**src/rtl/vga_timing_pkg.sv**
```systemverilog
// rtl/vga_timing_pkg.sv - shared 640x480@60 raster constants for the VGA timing chain
package vga_timing_pkg;

    localparam int COUNTER_W       = 10;
    localparam int CLK_DIV_DEFAULT = 4;

    localparam int H_TOTAL   = 800;
    localparam int V_TOTAL   = 525;
    localparam int H_VISIBLE = 640;
    localparam int V_VISIBLE = 480;

    // Sync pulse windows consumed by the downstream HSync/VSync generators
    localparam int H_SYNC_START = 656;
    localparam int H_SYNC_END   = 752;
    localparam int V_SYNC_START = 490;
    localparam int V_SYNC_END   = 492;

    // Divider counter width; a single bit is kept even when no division is needed
    function automatic int div_width(input int clk_div);
        return (clk_div > 1) ? $clog2(clk_div) : 1;
    endfunction

endpackage

```
**src/rtl/vga_timing_counter_if.sv**
```systemverilog
// rtl/vga_timing_counter_if.sv - run control and raster position bundle of the VGA timebase
interface vga_timing_counter_if;
    import vga_timing_pkg::*;

    logic                 enable;
    logic [COUNTER_W-1:0] cntHorizontal;
    logic [COUNTER_W-1:0] cntVertical;
    logic                 pixTick;
    logic                 lineEnd;
    logic                 frameEnd;
    logic                 videoOn;

    modport master (
        input  enable,
        output cntHorizontal,
        output cntVertical,
        output pixTick,
        output lineEnd,
        output frameEnd,
        output videoOn
    );

    modport slave (
        output enable,
        input  cntHorizontal,
        input  cntVertical,
        input  pixTick,
        input  lineEnd,
        input  frameEnd,
        input  videoOn
    );

endinterface

```
**src/rtl/vga_timing_counter_divider.sv**
```systemverilog
// rtl/vga_timing_counter_divider.sv - system clock to pixel-rate enable divider
module pixel_tick_divider #(
    parameter int CLK_DIV = vga_timing_pkg::CLK_DIV_DEFAULT
) (
    input  logic clk,
    input  logic rst_n,
    input  logic enable,
    output logic pixTick
);
    import vga_timing_pkg::*;

    localparam int                DIV_W    = div_width(CLK_DIV);
    localparam logic [DIV_W-1:0]  DIV_LAST = DIV_W'(CLK_DIV - 1);

    logic [DIV_W-1:0] div_cnt_q;
    logic [DIV_W-1:0] div_cnt_d;

    always_comb begin
        div_cnt_d = div_cnt_q;
        if (enable) begin
            div_cnt_d = (div_cnt_q == DIV_LAST) ? '0 : div_cnt_q + DIV_W'(1);
        end
    end

    always_ff @(posedge clk) begin
        if (!rst_n) begin
            div_cnt_q <= '0;
        end else begin
            div_cnt_q <= div_cnt_d;
        end
    end

    // With CLK_DIV=1 the counter is stuck at 0 == DIV_LAST, so the strobe follows enable
    assign pixTick = enable && (div_cnt_q == DIV_LAST);

endmodule

```
**src/rtl/vga_timing_counter.sv**
```systemverilog
// rtl/vga_timing_counter.sv - horizontal/vertical raster counters driven by the pixel tick
module vga_timing_counter #(
    parameter int CLK_DIV   = vga_timing_pkg::CLK_DIV_DEFAULT,
    parameter int H_TOTAL   = vga_timing_pkg::H_TOTAL,
    parameter int V_TOTAL   = vga_timing_pkg::V_TOTAL,
    parameter int H_VISIBLE = vga_timing_pkg::H_VISIBLE,
    parameter int V_VISIBLE = vga_timing_pkg::V_VISIBLE
) (
    input  logic                   clk,
    input  logic                   rst_n,
    vga_timing_counter_if.master   tim
);
    import vga_timing_pkg::*;

    localparam logic [COUNTER_W-1:0] H_LAST = COUNTER_W'(H_TOTAL - 1);
    localparam logic [COUNTER_W-1:0] V_LAST = COUNTER_W'(V_TOTAL - 1);
    localparam logic [COUNTER_W-1:0] H_VIS  = COUNTER_W'(H_VISIBLE);
    localparam logic [COUNTER_W-1:0] V_VIS  = COUNTER_W'(V_VISIBLE);

    logic                 pix_tick;
    logic [COUNTER_W-1:0] h_cnt_q;
    logic [COUNTER_W-1:0] h_cnt_d;
    logic [COUNTER_W-1:0] v_cnt_q;
    logic [COUNTER_W-1:0] v_cnt_d;

    pixel_tick_divider #(
        .CLK_DIV (CLK_DIV)
    ) u_divider (
        .clk     (clk),
        .rst_n   (rst_n),
        .enable  (tim.enable),
        .pixTick (pix_tick)
    );

    // Wrap by explicit compare so non-power-of-two totals never overshoot
    always_comb begin
        h_cnt_d = h_cnt_q;
        v_cnt_d = v_cnt_q;
        if (pix_tick) begin
            if (h_cnt_q == H_LAST) begin
                h_cnt_d = '0;
                v_cnt_d = (v_cnt_q == V_LAST) ? '0 : v_cnt_q + COUNTER_W'(1);
            end else begin
                h_cnt_d = h_cnt_q + COUNTER_W'(1);
            end
        end
    end

    always_ff @(posedge clk) begin
        if (!rst_n) begin
            h_cnt_q <= '0;
            v_cnt_q <= '0;
        end else begin
            h_cnt_q <= h_cnt_d;
            v_cnt_q <= v_cnt_d;
        end
    end

    assign tim.cntHorizontal = h_cnt_q;
    assign tim.cntVertical   = v_cnt_q;
    assign tim.pixTick       = pix_tick;
    assign tim.lineEnd       = pix_tick && (h_cnt_q == H_LAST);
    assign tim.frameEnd      = tim.lineEnd && (v_cnt_q == V_LAST);
    assign tim.videoOn       = (h_cnt_q < H_VIS) && (v_cnt_q < V_VIS);

endmodule

```
**src/flat_wrapper.sv**
```systemverilog
// flat-port wrapper written by rule: the top's interface ports become plain ports
module vga_timing_counter_flat import vga_timing_pkg::*;
#(
    parameter int CLK_DIV   = vga_timing_pkg::CLK_DIV_DEFAULT,
    parameter int H_TOTAL   = vga_timing_pkg::H_TOTAL,
    parameter int V_TOTAL   = vga_timing_pkg::V_TOTAL,
    parameter int H_VISIBLE = vga_timing_pkg::H_VISIBLE,
    parameter int V_VISIBLE = vga_timing_pkg::V_VISIBLE
)
  (clk, rst_n, tim_enable, tim_cntHorizontal, tim_cntVertical, tim_pixTick, tim_lineEnd, tim_frameEnd, tim_videoOn);
  vga_timing_counter_if tim_i ();
  input  logic clk;
  input  logic rst_n;
  input wire logic [$bits(tim_i.enable)-1:0] tim_enable;
  output wire logic [$bits(tim_i.cntHorizontal)-1:0] tim_cntHorizontal;
  output wire logic [$bits(tim_i.cntVertical)-1:0] tim_cntVertical;
  output wire logic [$bits(tim_i.pixTick)-1:0] tim_pixTick;
  output wire logic [$bits(tim_i.lineEnd)-1:0] tim_lineEnd;
  output wire logic [$bits(tim_i.frameEnd)-1:0] tim_frameEnd;
  output wire logic [$bits(tim_i.videoOn)-1:0] tim_videoOn;
  assign tim_i.enable = tim_enable;
  assign tim_cntHorizontal = tim_i.cntHorizontal;
  assign tim_cntVertical = tim_i.cntVertical;
  assign tim_pixTick = tim_i.pixTick;
  assign tim_lineEnd = tim_i.lineEnd;
  assign tim_frameEnd = tim_i.frameEnd;
  assign tim_videoOn = tim_i.videoOn;
  vga_timing_counter #(.CLK_DIV(CLK_DIV), .H_TOTAL(H_TOTAL), .V_TOTAL(V_TOTAL), .H_VISIBLE(H_VISIBLE), .V_VISIBLE(V_VISIBLE)) u_core (.clk(clk), .rst_n(rst_n), .tim(tim_i));
endmodule
```
**config.mk**
```make
export PLATFORM = sky130hd
export DESIGN_NAME = vga_timing_counter_flat
export DESIGN_NICKNAME = d
export VERILOG_FILES = /design/src/rtl/vga_timing_pkg.sv /design/src/rtl/vga_timing_counter_if.sv /design/src/rtl/vga_timing_counter_divider.sv /design/src/rtl/vga_timing_counter.sv /design/src/flat_wrapper.sv
export SDC_FILE = /design/constraint.sdc
export NUM_CORES = 1
export LEC_CHECK = 0
export CAP_MARGIN = 40
export CORE_UTILIZATION = 39
export CTS_BUF_LIST = sky130_fd_sc_hd__clkbuf_16
export DETAILED_ROUTE_END_ITERATION = 10
export PLACE_DENSITY = 0.67
export SYNTH_ARGS = -nofsm -noshare
export SYNTH_HDL_FRONTEND = slang
export SYNTH_HIERARCHICAL = 1
export SYNTH_SLANG_ARGS = --single-unit
```
**constraint.sdc**
```tcl
create_clock -name clk -period 2.3 [get_ports clk]
set_input_delay 0.575 -clock clk [delete_from_list [all_inputs] [get_ports clk]]
set_output_delay 0.575 -clock clk [all_outputs]
set_load 0.02 [all_outputs]
```
* Yosys cells after proc, flatten, opt, wreduce, memory -nomap -nowiden
Index checks and enable logic that the tools add are counted.
Storage, ports and cells: bits in registers 22, input bits 3, word-level logic and storage cells 19
Cells by class: add/sub/neg operators 3, $lt $le $gt $ge 2, equality and inequality tests 3, muxes and demuxes 3, reductions and logical operators 5
Operators by type and width (count):
- adder 10 x 1 -> 10 bit (second input constant) | 2
- equality test 10 bit (second input constant) | 2
- 2-to-1 mux 10 bit | 2
- < comparator 10 bit (second input constant) | 1
- < comparator 10 x 9 -> 1 bit (second input constant) | 1
- logical AND 1 bit | 4
- adder 2 x 1 -> 2 bit (second input constant) | 1
- equality test 2 bit (second input constant) | 1
- 2-to-1 mux 2 bit | 1
- AND reduction 2 bit | 1

* Logic depth before layout (Yosys ltp)
Gate-level depths: netlist (run 1).
depth after elaboration 4, gate-level depth with buffers 8

* By module
The synthesis (run 1) kept the hierarchy.
Modules (own cells, without submodules):
- vga_timing_counter | instances 1, cells each 118, area each 997.2 um2, sequential area each 400.4 um2
- pixel_tick_divider | instances 1, cells each 9, area each 102.6 um2, sequential area each 40.0 um2

* Worst setup path after synthesis (run 1)
No wires, ideal clock.
path type input to output, from input port tim_enable, to output port tim_frameEnd, data arrival time 1.797 ns, required time 1.725 ns, setup slack -0.072 ns, stages 5, path buffers 1, cells stage by stage and2_2 nand2_1 or3_1 buf_6 nor2_1
On the way: longest elaborated chain between the ends 3
Ends and longest elaborated chain:
- start, declared | line flat_wrapper.sv:14 | input wire logic [$bits(tim_i.enable)-1:0] tim_enable;
- logical AND 1 bit | line vga_timing_counter_divider.sv:34 | assign pixTick = enable && (div_cnt_q == DIV_LAST);
- logical AND 1 bit | line vga_timing_counter.sv:62 | assign tim.lineEnd = pix_tick && (h_cnt_q == H_LAST);
- logical AND 1 bit | line vga_timing_counter.sv:63 | assign tim.frameEnd = tim.lineEnd && (v_cnt_q == V_LAST);
- end, declared | line flat_wrapper.sv:19 | output wire logic [$bits(tim_i.frameEnd)-1:0] tim_frameEnd;
No other way between the ends.

* Worst setup path in the final report (run 1)
from register u_core.h_cnt_q[5] (netlist: u_core/tim.cntHorizontal[5]), to output port tim_frameEnd
On the way: longest elaborated chain between the ends 3
Ends and longest elaborated chain:
- start, declared | line vga_timing_counter.sv:21 | logic [COUNTER_W-1:0] h_cnt_q;
- start signal, assigned | line vga_timing_counter.sv:54 | h_cnt_q <= h_cnt_d;
- equality test 10 bit | line vga_timing_counter.sv:62
- logical AND 1 bit | line vga_timing_counter.sv:62
- logical AND 1 bit | line vga_timing_counter.sv:63
No other way between the ends.

==> results of run 1 <==
[state kept, by name, indices dropped and copies added (netlist names)]
register and flops:
u_core/u_divider/div_cnt_q 2, u_core/tim.cntHorizontal 10, u_core/tim.cntVertical 10
[worst min-delay path, cell delays in order, from the launching register on]
cell     delay (ns)
dfxtp_1        0.33
mux2i_1        0.07
nor2b_1        0.11
[routing by layer]
layer	global-route usage	vias to the layer above
li1	-	577
met1	0.274	553
met2	0.369	41
met3	0.0656	4
met4	0.0750	0
met5	0	-
[Yosys cell counts (all sizes together) (2+ instances only)]
cell type  number  share of area
nand2           7          0.024
ha              4          0.046
nand3           9          0.041
xor2            3          0.024
nor4            3          0.017
inv             7          0.024
xnor2           8          0.064
a31oi           5          0.028
nand2b          4          0.023
a21oi           3          0.014
nor2b           2          0.011
and2            2          0.013
or3             3          0.017
dfxtp          22           0.40
nor2           13          0.044
o31ai           4          0.027
nor3            4          0.018
o21ai           3          0.014
o211ai          5          0.034
nand4           5          0.028
[power breakdown]
group | internal (mW) | switching, mW
logic | 0.0165 | 0.0176
clock network | 0.232 | 0.131
registers | 0.384 | 0.00148
[cell families (layout without fill, tap and decap cells)]
| logic type | count (synthesis) | after routing | share of synthesized area |
|---|---|---|---|
| adders and majority gates | 4 | 4 | 0.0455 |
| and+or+nand+nor | 58 | 58 | 0.288 |
| buffers and inverters | 9 | 68 | 0.0375 |
| xor gates and xnor gates | 11 | 11 | 0.0876 |
| muxes | 1 | 1 | 0.00910 |
| AOI/OAI and AO/OA | 22 | 22 | 0.132 |
| DFF | 22 | 22 | 0.400 |
[timing repair]
action | CTS | global route
resized for setup | 19 | 3
endpoints found under the setup margin | 4 | 3
pin swaps | 3 | 1
[worst max-delay path by stage]
stage / startpoint / end / slack [ns] / cells past startpoint
final: u_core/tim.cntHorizontal[5] / tim_frameEnd / -0.0001 / 4
after global routing: u_core/tim.cntHorizontal[5] / tim_frameEnd / -0.05 / 4
after CTS: u_core/tim.cntHorizontal[5] / tim_frameEnd / -0.05 / 4
after detailed placement: tim_enable / tim_frameEnd / -0.69 / 6
after global placement: tim_enable / tim_frameEnd / -0.70 / 6
after floorplan: tim_enable / tim_frameEnd / 0.01 / 5
[per-stage QoR]
step	setup WS [ns]	utilization
after floorplan	0.0129	-
after global placement	-0.698	0.629
after detailed placement	-0.686	0.629
after CTS	-0.0471	0.666
after global routing	-0.0451	0.673
final	-0.000101	0.673
[final cells by class]
| type | count | area share |
|---|---|---|
| Clock inverter | 1 | 0.00217 |
| Sequential cell | 22 | 0.255 |
| Clock buffer | 3 | 0.0435 |
| Tap cell | 30 | 0.0217 |
| Timing Repair Buffer | 56 | 0.283 |
| Multi-Input combinational cell | 96 | 0.375 |
| Inverter | 8 | 0.0203 |
==> flow_summary.toml, run 1 <==
[run_status]
violations = "negative setup slack"
outcome = "finished with violations"

[floorplan]
coreArea_sq_mm = 0.00257
start_util = 0.428
ios = 27
row_count = 18
die_x_um = 55.1
die_h_um = 55.1
die-area_sq_mm = 0.00304

[timing]
worst_slew_pin_slew_ns = 0.388
rsz0062_at_grt = "true"
setup_viol = 1
setup_ws_ns = -0.000101
timing.final.crit_share = 1.00
slew_headroom = 0.739
finalHoldViolations = 0
fin_worst_skew_ns = 0.00217
finalMaxSlewViolations = 0
holdWs_ns = 0.557
fmax_mhz = 435
min_period_ns = 2.30
fin_setup_tns_ns = -0.000101

[final_layout]
drive_gt1_frac = 0.231
layout_commonest_cell = "buf_4"
multiInputGateArea_sq_um = 647
area_growth_pct = 57.0
final_area_sq_mm = 0.00173
fin_nets = 194
ff_latch_area_sq_um = 440
fill_cells = 220
final_cell_mix = "buf_4 (30), dfxtp_1 (22), clkdlybuf4s50_1 (21)"
insertedDiodeCount = 0
fin_cells = 216

[pwr]
finalPower_uw = 783
power.leakage_nw = 0.656
vdd_ir_drop_max_mv = 0.517
p_per_area_mw_per_mm2 = 453

[grt]
grt_max_degree = 13
first_global_vias = 1059
track_usage = 0.223
antenna_found_initial = 0
grt_pass1_wl_um = 4640
grt_overflow = 0

[routing]
wl_um = 3090
first_pass_iters = 4
routed.top_layer = "met4"
wl_per_cell_um = 14.3
dr_wl_met3_um = 223
initialDrtViolationCount = 35
wl_met1_um = 1340
antenna_left = 0
routed_via_density = 5.44
drc = 0
route.met2.wl_um = 1500
vias = 1175

[critical_path]
path_cells = "or4b_4 > or3_4 > nor2_4 > buf_6"
r2r_cells = 5
critPathCaptureType = "primary output"
r2r_slack_ns = 0.15
worstReg2RegStart = "u_core/tim.cntHorizontal[5]"
critical_path_arrival_ns = 1.73
cpMaxStageDelayCell = "or4b_4"
critical_path_required_ns = 1.73
path_max_fanout = 3
start_kind = "register"
cpPeakStageDelay_ns = 0.54
path_buf_inv = 1
reg2reg_to = "u_core/tim.cntVertical[8]"
crit_type = "reg -> out"
crit_family = "simple AND/OR/NAND/NOR gates"

[clocking]
clock_sinks = 22
cts_max_path_buffers = 2
cts_root_buf = "clkbuf_16"
cts_tree = "yes"
htree_levels = 1
insertion_delay_ns = 0.25
cts_buffers = 3
path_clk_slew_ns = 0.06
cts_hold_buf = 0
post-cts-setup-buffers = 0

[placement]
routabilityCongestion = 0.864
io_buffers = 26
hpwlAfterDp_um = 2290
dp.cells = 212
dpl_cell_area_sq_mm = 0.00161

[worst_hold_path]
hp-class = "reg -> reg"
hp-start = "u_core/u_divider/div_cnt_q[1]"
hold_depth = 2
hold-path-endpoint = "u_core/u_divider/div_cnt_q[1]"

[synthesis]
yosys_warnings = 6
seq_area_frac_synth = 0.400
syn-num-nets = 134
synth_area_sq_mm = 0.00110
synth_cells = 127
async_flop_share = 0
synth_cell_type_count = 32
synth_edf_count = 0
ys.flop_type = "dfxtp_1"
ys_ff_latch = 22
synth_area_per_cell_sq_um = 8.66

[run]
max_cap_violations = 0
Note: power is estimated with default switching activity, not from simulation.
==> run 2: changes to the inputs <==
--- a/config.mk
+++ b/config.mk
@@ -5,11 +5,12 @@
 export SDC_FILE = /design/constraint.sdc
 export NUM_CORES = 1
 export LEC_CHECK = 0
+export ABC_AREA = 1
 export CAP_MARGIN = 40
 export CORE_UTILIZATION = 39
 export CTS_BUF_LIST = sky130_fd_sc_hd__clkbuf_16
 export DETAILED_ROUTE_END_ITERATION = 10
-export PLACE_DENSITY = 0.67
+export PLACE_DENSITY = 0.64
 export SYNTH_ARGS = -nofsm -noshare
 export SYNTH_HDL_FRONTEND = slang
 export SYNTH_HIERARCHICAL = 1
==> run 2 against run 1 <==
- largest cell class unchanged
- count of clock-buffer cells in the layout is the same
- setup slack gained 0.12 ns
- critical path type unchanged
- the run now ends clean
- highest routed layer unchanged
- clock power shrank 1%
==> flow_summary.toml, run 2 <==
[critical_path]
critPathCaptureType = "primary output"
crit_type = "reg -> out"
critical_path_required_ns = 1.73
path_max_fanout = 6
critical_path_arrival_ns = 1.60
start_kind = "register"

[synthesis]
yosysTopAreaCell = "dfxtp_1"
synth_cells = 205
synth_top_family_by_area = "simple AND/OR/NAND/NOR gates"
synth_area_per_cell_sq_um = 6.52
synth_xor_area_frac = 0.0131
synthSimpleGateAreaFrac = 0.456
synth_fa_ha_area_frac = 0.0375
ys.flop_type = "dfxtp_1"
syn-num-nets = 212
synth_top_cells_by_area = "dfxtp_1 (33%), nand2_1 (17%), inv_1 (8.7%), nand3_1 (7.1%), nor2_1 (6.7%)"
synth-compound-area-share = 0.0702
yosysTopAreaCellShare = 0.330
async_flop_share = 0
seq_area_frac_synth = 0.330
synth_area_sq_mm = 0.00134
synth_edf_count = 0
ys_ff_latch = 22
synth.area.mux_share = 0
synth_common_cells = "nand2_1 (62), inv_1 (31), nor2_1 (24)"
synth_cell_type_count = 28
yosys_warnings = 6
yosysMostFrequentCell = "nand2_1"

[timing]
fin_setup_tns_ns = 0
min_period_ns = 2.18
setup_ws_ns = 0.123
worst_slew_pin_slew_ns = 0.360
fin_worst_skew_ns = 0.00107
setup_viol = 0
rsz0062_at_grt = "false"
fmax_mhz = 459
finalHoldViolations = 0
timing.final.crit_share = 0.947
finalMaxSlewViolations = 0
slew_headroom = 0.759

[final_layout]
final_cell_mix = "nand2_1 (62), inv_1 (30), nor2_1 (23)"
layout_commonest_cell = "nand2_1"
drive_gt1_frac = 0.175
fin_nets = 261
fill_cells = 313
area_growth_pct = 41.2
fin_cells = 296
insertedDiodeCount = 0

[grt]
first_global_vias = 1196
antenna_found_initial = 0
track_usage = 0.189
grt_pass1_wl_um = 5270
grt_max_degree = 12
grt_overflow = 0

[pwr]
power.leakage_nw = 0.902
p_int_uw = 629
vdd_ir_drop_max_mv = 0.282
p_per_area_mw_per_mm2 = 414
swShare = 0.195
clock_power_share = 0.460
comb_power_share = 0.045
finalPower_uw = 781
switching_power_uw = 152
seqPwrFrac = 0.495

[run]
max_cap_violations = 0

[worst_hold_path]
hp-class = "reg -> reg"

[clocking]
cts_max_path_buffers = 2
cts_root_buf = "clkbuf_16"
cts_buffers = 3
clock_sinks = 22
htree_levels = 1
path_clk_slew_ns = 0.06
cts_tree = "yes"
insertion_delay_ns = 0.25
cts_hold_buf = 0

[floorplan]
die_h_um = 60.5
die_x_um = 60.5
die-area_sq_mm = 0.00366
row_count = 20
start_util = 0.424
ios = 27
coreArea_sq_mm = 0.00315

[routing]
wl_um = 3080
wl_per_cell_um = 10.4
first_pass_iters = 5
initialDrtViolationCount = 44
antenna_left = 0
drc = 0
vias = 1340
routed_via_density = 4.53

[run_status]
outcome = "completed"

[placement]
place_worst_setup_slack_ns = -0.508
hpwlAfterDp_um = 2330
io_buffers = 26
routabilityCongestion = 0.838
dp.cells = 291
## run 2: cell types whose count changed after synthesis, moves of 6 or more
cell,delta
nand2_1,+55
a21oi_1,+6
xnor2_1,-7
inv_1,+24
nor2_1,+11
nand3_1,+10
## run 2: routing by layer
| layer | GRT usage | vias to the layer above | wire length (um) | part of all wire |
|---|---|---|---|---|
| met5 | 0 | - | 0 | 0 |
| met4 | 0.0584 | 0 | 19 | 0.0062 |
| met3 | 0.0320 | 2 | 116 | 0.038 |
| met2 | 0.295 | 23 | 1400 | 0.45 |
| met1 | 0.268 | 574 | 1550 | 0.50 |
| li1 | - | 741 | - | - |
## run 2: area by class of cell
cell class / instances / area, sq um / share of cell area
clock buffer: 3 / 75.1 / 0.0398
inverter: 32 / 120 / 0.0637
multi-input combinational: 150 / 788 / 0.418
sequential: 22 / 442 / 0.234
tap: 44 / 55.1 / 0.0292
timing repair buffer: 45 / 407 / 0.216
## run 2: through the flow
stage          hold WS (ns)  area [sq um]  utilization
2_1_floorplan         0.456          1340            -
3_3_place_gp          0.468          1770        0.563
3_5_place_dp          0.473          1770        0.563
4_1_cts               0.481          1850        0.588
5_1_grt               0.491          1890        0.598
6_report              0.478          1890        0.598
## run 2: cell families after synthesis
| logic type | count (synthesis) |
|---|---|
| and+or+nand+nor | 128 |
| DFF | 22 |
| adders and majority gates | 4 |
| buffers and inverters | 33 |
| AOI/OAI and AO/OA | 16 |
| xor gates and xnor gates | 2 |
## run 2: worst paths after layout
kind / start / to / slack [ns] / cells past startpoint
max: u_core/tim.cntVertical[8] / tim_videoOn / 0.12 / 4
min: u_core/u_divider/div_cnt_q[0] / u_core/u_divider/div_cnt_q[0] / 0.48 / 2
max reg2reg: u_core/u_divider/div_cnt_q[0] / u_core/tim.cntHorizontal[8] / 0.74 / 11
min reg2reg: u_core/u_divider/div_cnt_q[0] / u_core/u_divider/div_cnt_q[0] / 0.48 / 2
## run 2: power by group through the flow
| stage | sequential, mW | combinational (mW) | clock (mW) |
|---|---|---|---|
| finish | 0.387 | 0.0352 | 0.359 |
| global route | 0.387 | 0.0396 | 0.390 |
| CTS | 0.387 | 0.0356 | 0.374 |
| detailed placement | 0.395 | 0.0357 | 0 |
| global placement | 0.395 | 0.0356 | 0 |
| floorplan | 0.396 | 0.0211 | 0 |
## run 2: what timing repair did
action | in CTS | in global routing
resized for setup | 14 | 6
hold endpoints to repair | 0 | 0
setup buffers | 0 | 2
setup endpoints to repair | 4 | 3
pin swaps | 1 | 1
## run 2: critical path, stage by stage (launching register included)
cell and delay, ns:
dfxtp_1 0.42, inv_1 0.10, nor3_2 0.22, nor3_1 0.08, clkdlybuf4s50_1 0.54
==> run 3: changes to the inputs <==
--- a/config.mk
+++ b/config.mk
@@ -7,6 +7,7 @@
 export LEC_CHECK = 0
 export ABC_AREA = 1
 export CAP_MARGIN = 40
+export CORE_ASPECT_RATIO = 1.1
 export CORE_UTILIZATION = 39
 export CTS_BUF_LIST = sky130_fd_sc_hd__clkbuf_16
 export DETAILED_ROUTE_END_ITERATION = 10
==> run 3 against run 2 <==
- the flow now finishes with violations (design-rule violations)
- sequential power barely moved
- sequential cell count is the same
- critical path type is now in -> out
- count of clock-buffer cells in the layout is the same
==> flow_summary.toml, run 3 (synthesis gave the netlist of run 2 again) <==
[grt]
grt_max_degree = 13
grt_overflow = 0
grt_pass1_wl_um = 5280
antenna_found_initial = 0
first_global_vias = 1221
track_usage = 0.183

[critical_path]
cpMaxStageDelayCell = "clkdlybuf4s15_2"
path_cells = "dlygate4sd2_1 > nand2_1 > inv_2 > nand2_4 > nor2_4 > nand2_4 > nor2_1 > clkdlybuf4s15_2"
critPathCaptureType = "primary output"
cp_common_cell = "nand2_4"
cpPeakStageDelay_ns = 0.27
critical_path_arrival_ns = 1.59
start_kind = "primary input"
r2r_cells = 12
critical_path_required_ns = 1.73
worstReg2RegStart = "u_core/u_divider/div_cnt_q[0]"
r2r_slack_ns = 0.67
path_max_fanout = 2
crit_type = "in -> out"
reg2reg_to = "u_core/tim.cntHorizontal[8]"

[run_status]
violations = "design-rule violations"
outcome = "finished with violations"

[pwr]
power.leakage_nw = 0.882
vdd_ir_drop_max_mv = 0.202
p_per_area_mw_per_mm2 = 426
finalPower_uw = 792

[placement]
hpwlAfterDp_um = 2330
place_worst_setup_slack_ns = -0.501
io_buffers = 26
routabilityCongestion = 0.849
dp.cells = 280
dpl_cell_area_sq_mm = 0.00175

[clocking]
cts_max_path_buffers = 2
htree_levels = 1
clock_sinks = 22
insertion_delay_ns = 0.25
cts_root_buf = "clkbuf_16"
cts_tree = "yes"
cts_hold_buf = 0
cts_buffers = 3
path_clk_slew_ns = 0.06

[run]
max_cap_violations = 0

[final_layout]
area_growth_pct = 39.2
fin_cells = 285
final_cell_mix = "nand2_1 (62), inv_1 (30), nor2_1 (24)"
post-route-util = 0.590
fill_cells = 321
insertedDiodeCount = 0
fin_nets = 259
drive_gt1_frac = 0.163
final_area_sq_mm = 0.00186
layout_commonest_cell = "nand2_1"

[timing]
rsz0062_at_grt = "false"
setup_ws_ns = 0.132
holdWs_ns = 0.485
finalHoldViolations = 0
min_period_ns = 2.17
worst_slew_pin_slew_ns = 0.392
finalMaxSlewViolations = 0
fin_worst_skew_ns = 0.00393
fin_setup_tns_ns = 0
fmax_mhz = 461
setup_viol = 0
timing.final.crit_share = 0.943
slew_headroom = 0.738

[floorplan]
row_count = 21
ios = 27
coreArea_sq_mm = 0.00315
start_util = 0.424
die_h_um = 63.4
die-area_sq_mm = 0.00366
die_x_um = 57.8

[worst_hold_path]
hp-class = "reg -> reg"
hold_depth = 2
hold-path-endpoint = "u_core/u_divider/div_cnt_q[0]"
hp-start = "u_core/u_divider/div_cnt_q[0]"

[routing]
routed_via_density = 4.85
vias = 1383
antenna_left = 0
first_pass_iters = 7
drc = 2
wl_per_cell_um = 10.9
wl_um = 3100
initialDrtViolationCount = 53
[run 3: cell types whose count changed in the layout (fill, tap and decap cells not counted)]
cell             delta
nor2_1              +1
inv_4               +1
clkdlybuf4s15_2     +1
nor2_4              -1
clkdlybuf4s50_1     -1
clkinv_1            +1
buf_4               -3
dlygate4sd2_1       +1
inv_2               -1
[run 3: repair_timing]
item | 4_1_cts | 5_1_grt
buffers inserted | 1 | 0
setup endpoints to repair | 4 | 1
endpoints found under the hold margin | 0 | 0
pin swaps | 3 | 0
resized for setup | 16 | 2
[run 3: area by class of cell]
class | instances | area, sq um | share of cell area
multi-input combinational | 150 | 781 | 0.420
clock buffer | 3 | 75.1 | 0.0403
tap | 34 | 42.5 | 0.0229
inverter | 32 | 123 | 0.0659
sequential | 22 | 442 | 0.237
timing repair buffer | 43 | 394 | 0.212
clock inverter | 1 | 3.75 | 0.00202
[run 3: how the worst max path moves through the flow]
stage / startpoint / endpoint / slack (ns) / cells after the start
floorplan: tim_enable / tim_frameEnd / 0.17 / 6
global placement: tim_enable / tim_frameEnd / -0.50 / 8
detailed placement: tim_enable / tim_frameEnd / -0.50 / 8
CTS: u_core/tim.cntVertical[7] / tim_videoOn / 0.04 / 4
global route: tim_enable / tim_frameEnd / 0.05 / 8
finish: tim_enable / tim_frameEnd / 0.13 / 8
[run 3: layer usage]
layer	vias up	routed length [um]	track usage
met4	0	22	0.0685
met1	617	1560	0.244
met3	2	118	0.0246
met5	-	0	0
met2	30	1400	0.295
li1	734	-	-
[run 3: critical path: cells and delay by family]
kind,cells,cell delay (ns)
buffers and inverters,3,0.55
AND/OR/NAND/NOR,5,0.45
[run 3: where the power goes]
part | switching [mW] | internal [mW]
combinational | 0.0206 | 0.0143
clock | 0.138 | 0.232
sequential | 0.00247 | 0.385
==> edit: new RTL, flow settings as in run 3 <==
The package constant `COUNTER_W` goes from 10 to 5.
--- a/src/rtl/vga_timing_pkg.sv
+++ b/src/rtl/vga_timing_pkg.sv
@@ -1,7 +1,7 @@
 // rtl/vga_timing_pkg.sv - shared 640x480@60 raster constants for the VGA timing chain
 package vga_timing_pkg;
 
-    localparam int COUNTER_W       = 10;
+    localparam int COUNTER_W       = 5;
     localparam int CLK_DIV_DEFAULT = 4;
 
     localparam int H_TOTAL   = 800;
Ports: changed (resized tim_cntHorizontal and tim_cntVertical); port bits go from 27 to 17. No check against the original RTL was run, so the function may have changed too.
==> edit against run 3 <==
Area after synthesis is 53% lower; fmax shrank 0.96%; utilization increased by 6.0 points; power down 28%; sequential power down 44%; sequential cell count is 10 lower; wire length is 57% lower; worst setup slack lost 0.021 ns; largest cell class unchanged; worst hold slack about the same; design area fell by 50%.
==> edit: results (changes against run 3) <==
- The pin count of the biggest net entering global routing was 10 (-3).
- The critical path's slowest cell is sky130_fd_sc_hd__clkdlybuf4s50_1.
- The proportion of layout cells with a drive suffix above 1 was 19.3% (+3.0 points).
- The overall fraction of global-route tracks in use came to 17.3% (-0.96 points).
- The number of synthesized flops with an enable pin was 0 (unchanged).
- The buffers inserted during post-CTS setup optimization is 0 (-1).
- The number of H-tree levels is 1 (unchanged).
- The global-route wire length before repair is 2010 um (-62%).
- The wire length per cell after detailed routing is 10.3 um (-5.4%).
- The count of warnings emitted by yosys is 6 (unchanged).
- The maximum fanout encountered on the critical timing path came to 2 (unchanged).
- The post-layout instance count excluding filler cells was 130 (-54%).
- The maximum count of clock buffers along a single path came to 2 (unchanged).
- Ranked by instance count, the synthesized netlist is headed by sky130_fd_sc_hd__nor2_1 (17), sky130_fd_sc_hd__nand2_1 (14), sky130_fd_sc_hd__dfxtp_1 (12), sky130_fd_sc_hd__inv_1 (12), sky130_fd_sc_hd__nand3_1 (6).
- The later pin in the worst-skew pair is clocked with a latency of 0.24 ns.
- The clock transition at the register clock pins on the worst setup and hold paths after CTS was 0.04 ns (-0.02 ns).
- The share of flip-flops with an asynchronous set or reset after synthesis came to 0% (unchanged).
- The count of distinct cell types in the synthesized netlist is 21 (-25%).
- The routability congestion estimate is 0.811 (-4.5%).
- The placed wire-length estimate is 994 um (-57%).
- Grouping stages by cell kind, the critical path spends the most delay in buffers and inverters.
- The first-pass detailed-route iteration total is 2 (-5).
- The via count of the first global-routing pass is 490 (-60%).
- The number of port buffers is 15 (-42%).
- The signal arrival time at the worst endpoint is 1.61 ns (+0.02 ns).
- The peak supply drop is 0.000464 V (+130%).
- The tree is rooted in a sky130_fd_sc_hd__clkbuf_16.
- The worst slack after detailed placement is -0.317 ns (+0.184 ns).
- The run finished with clean final reports.
- The number of nets in the final layout came to 123 (-53%).
- The clock skew after layout is 0.000953 ns (-0.00298 ns).
- The number of nets in the synthesized netlist came to 94 (-56%).
- The proportion of synthesized chip area in sequential cells came to 38.0% (+5.1 points).
- The static power due to leakage is 0.473 nW (-46%).
- Sorting the synthesized cells by area gives the leading types as sky130_fd_sc_hd__dfxtp_1 (38%), sky130_fd_sc_hd__nor2_1 (10%), sky130_fd_sc_hd__ha_1 (9.9%).
- The vias per cell is 4.50 (-7.3%).
- The critical path's largest stage delay came to 0.48 ns (+0.21 ns).
- The count of routing violations after the opening detailed-route iteration is 11 (-79%).
- The mean cell area of the mapped netlist is 7.35 sq um (+13%).
- The type of the tightest min-delay check is reg -> reg.
- The number of cells upsized or downsized after cts was 6 (-10).
- The top flip-flop cell by instance count after synthesis is sky130_fd_sc_hd__dfxtp_1.
- The post-place instance area is 866 sq um (-51%).
## edit: changes by cell type after synthesis, sizes merged, moves of 2 or more
cell    change
a21oi       -7
dfxtp      -10
inv        -19
nand2      -50
nand3      -15
nand3b      -2
nand4       -2
nor2       -13
nor3        -3
## edit: power by group
part           internal (mW)  total [mW]  switching [mW]  leakage [nW]
registers              0.213       0.216         0.00278        0.0972
logic                 0.0155      0.0336          0.0182         0.338
clock network          0.229       0.319          0.0900        0.0385
## edit: final timing paths
kind                                                   start                                          to  slack [ns]  depth (start not counted)
setup reg to reg    u_core/tim.cntHorizontal[0]$_SDFFE_PN0P_      u_core/tim.cntVertical[2]$_SDFFE_PN0P_        0.79                          7
hold / removal    u_core/u_divider/div_cnt_q[0]$_SDFFE_PN0P_  u_core/u_divider/div_cnt_q[0]$_SDFFE_PN0P_        0.48                          2
setup / recovery                                  tim_enable                                 tim_pixTick        0.11                          5
hold reg to reg   u_core/u_divider/div_cnt_q[0]$_SDFFE_PN0P_  u_core/u_divider/div_cnt_q[0]$_SDFFE_PN0P_        0.48                          2
## edit: routing by layer
metal | track usage (%) | share of wire [%]
met5 | 0 | 0
met4 | 12.0 | 0.60
met3 | 4.52 | 2.5
met2 | 23.5 | 45
met1 | 23.2 | 52
## edit: area by class of cell
cell class                 count  area, sq um
tap                           16         20.0
sequential                    12          240
inverter                      13         48.8
clock inverter                 1         3.75
clock buffer                   3         75.1
timing repair buffer          26          221
fill                         125          503
multi-input combinational     59          324
## edit: kinds of logic after synthesis
family / Yosys count / share of synthesized area, %
buf+inv: 15 / 10.7
simple gates: 44 / 31.7
other cells: 1 / 0.593
flops: 12 / 38.0
fa+ha+maj: 5 / 9.90
compound gates: 8 / 7.72
xor+xnor: 1 / 1.39
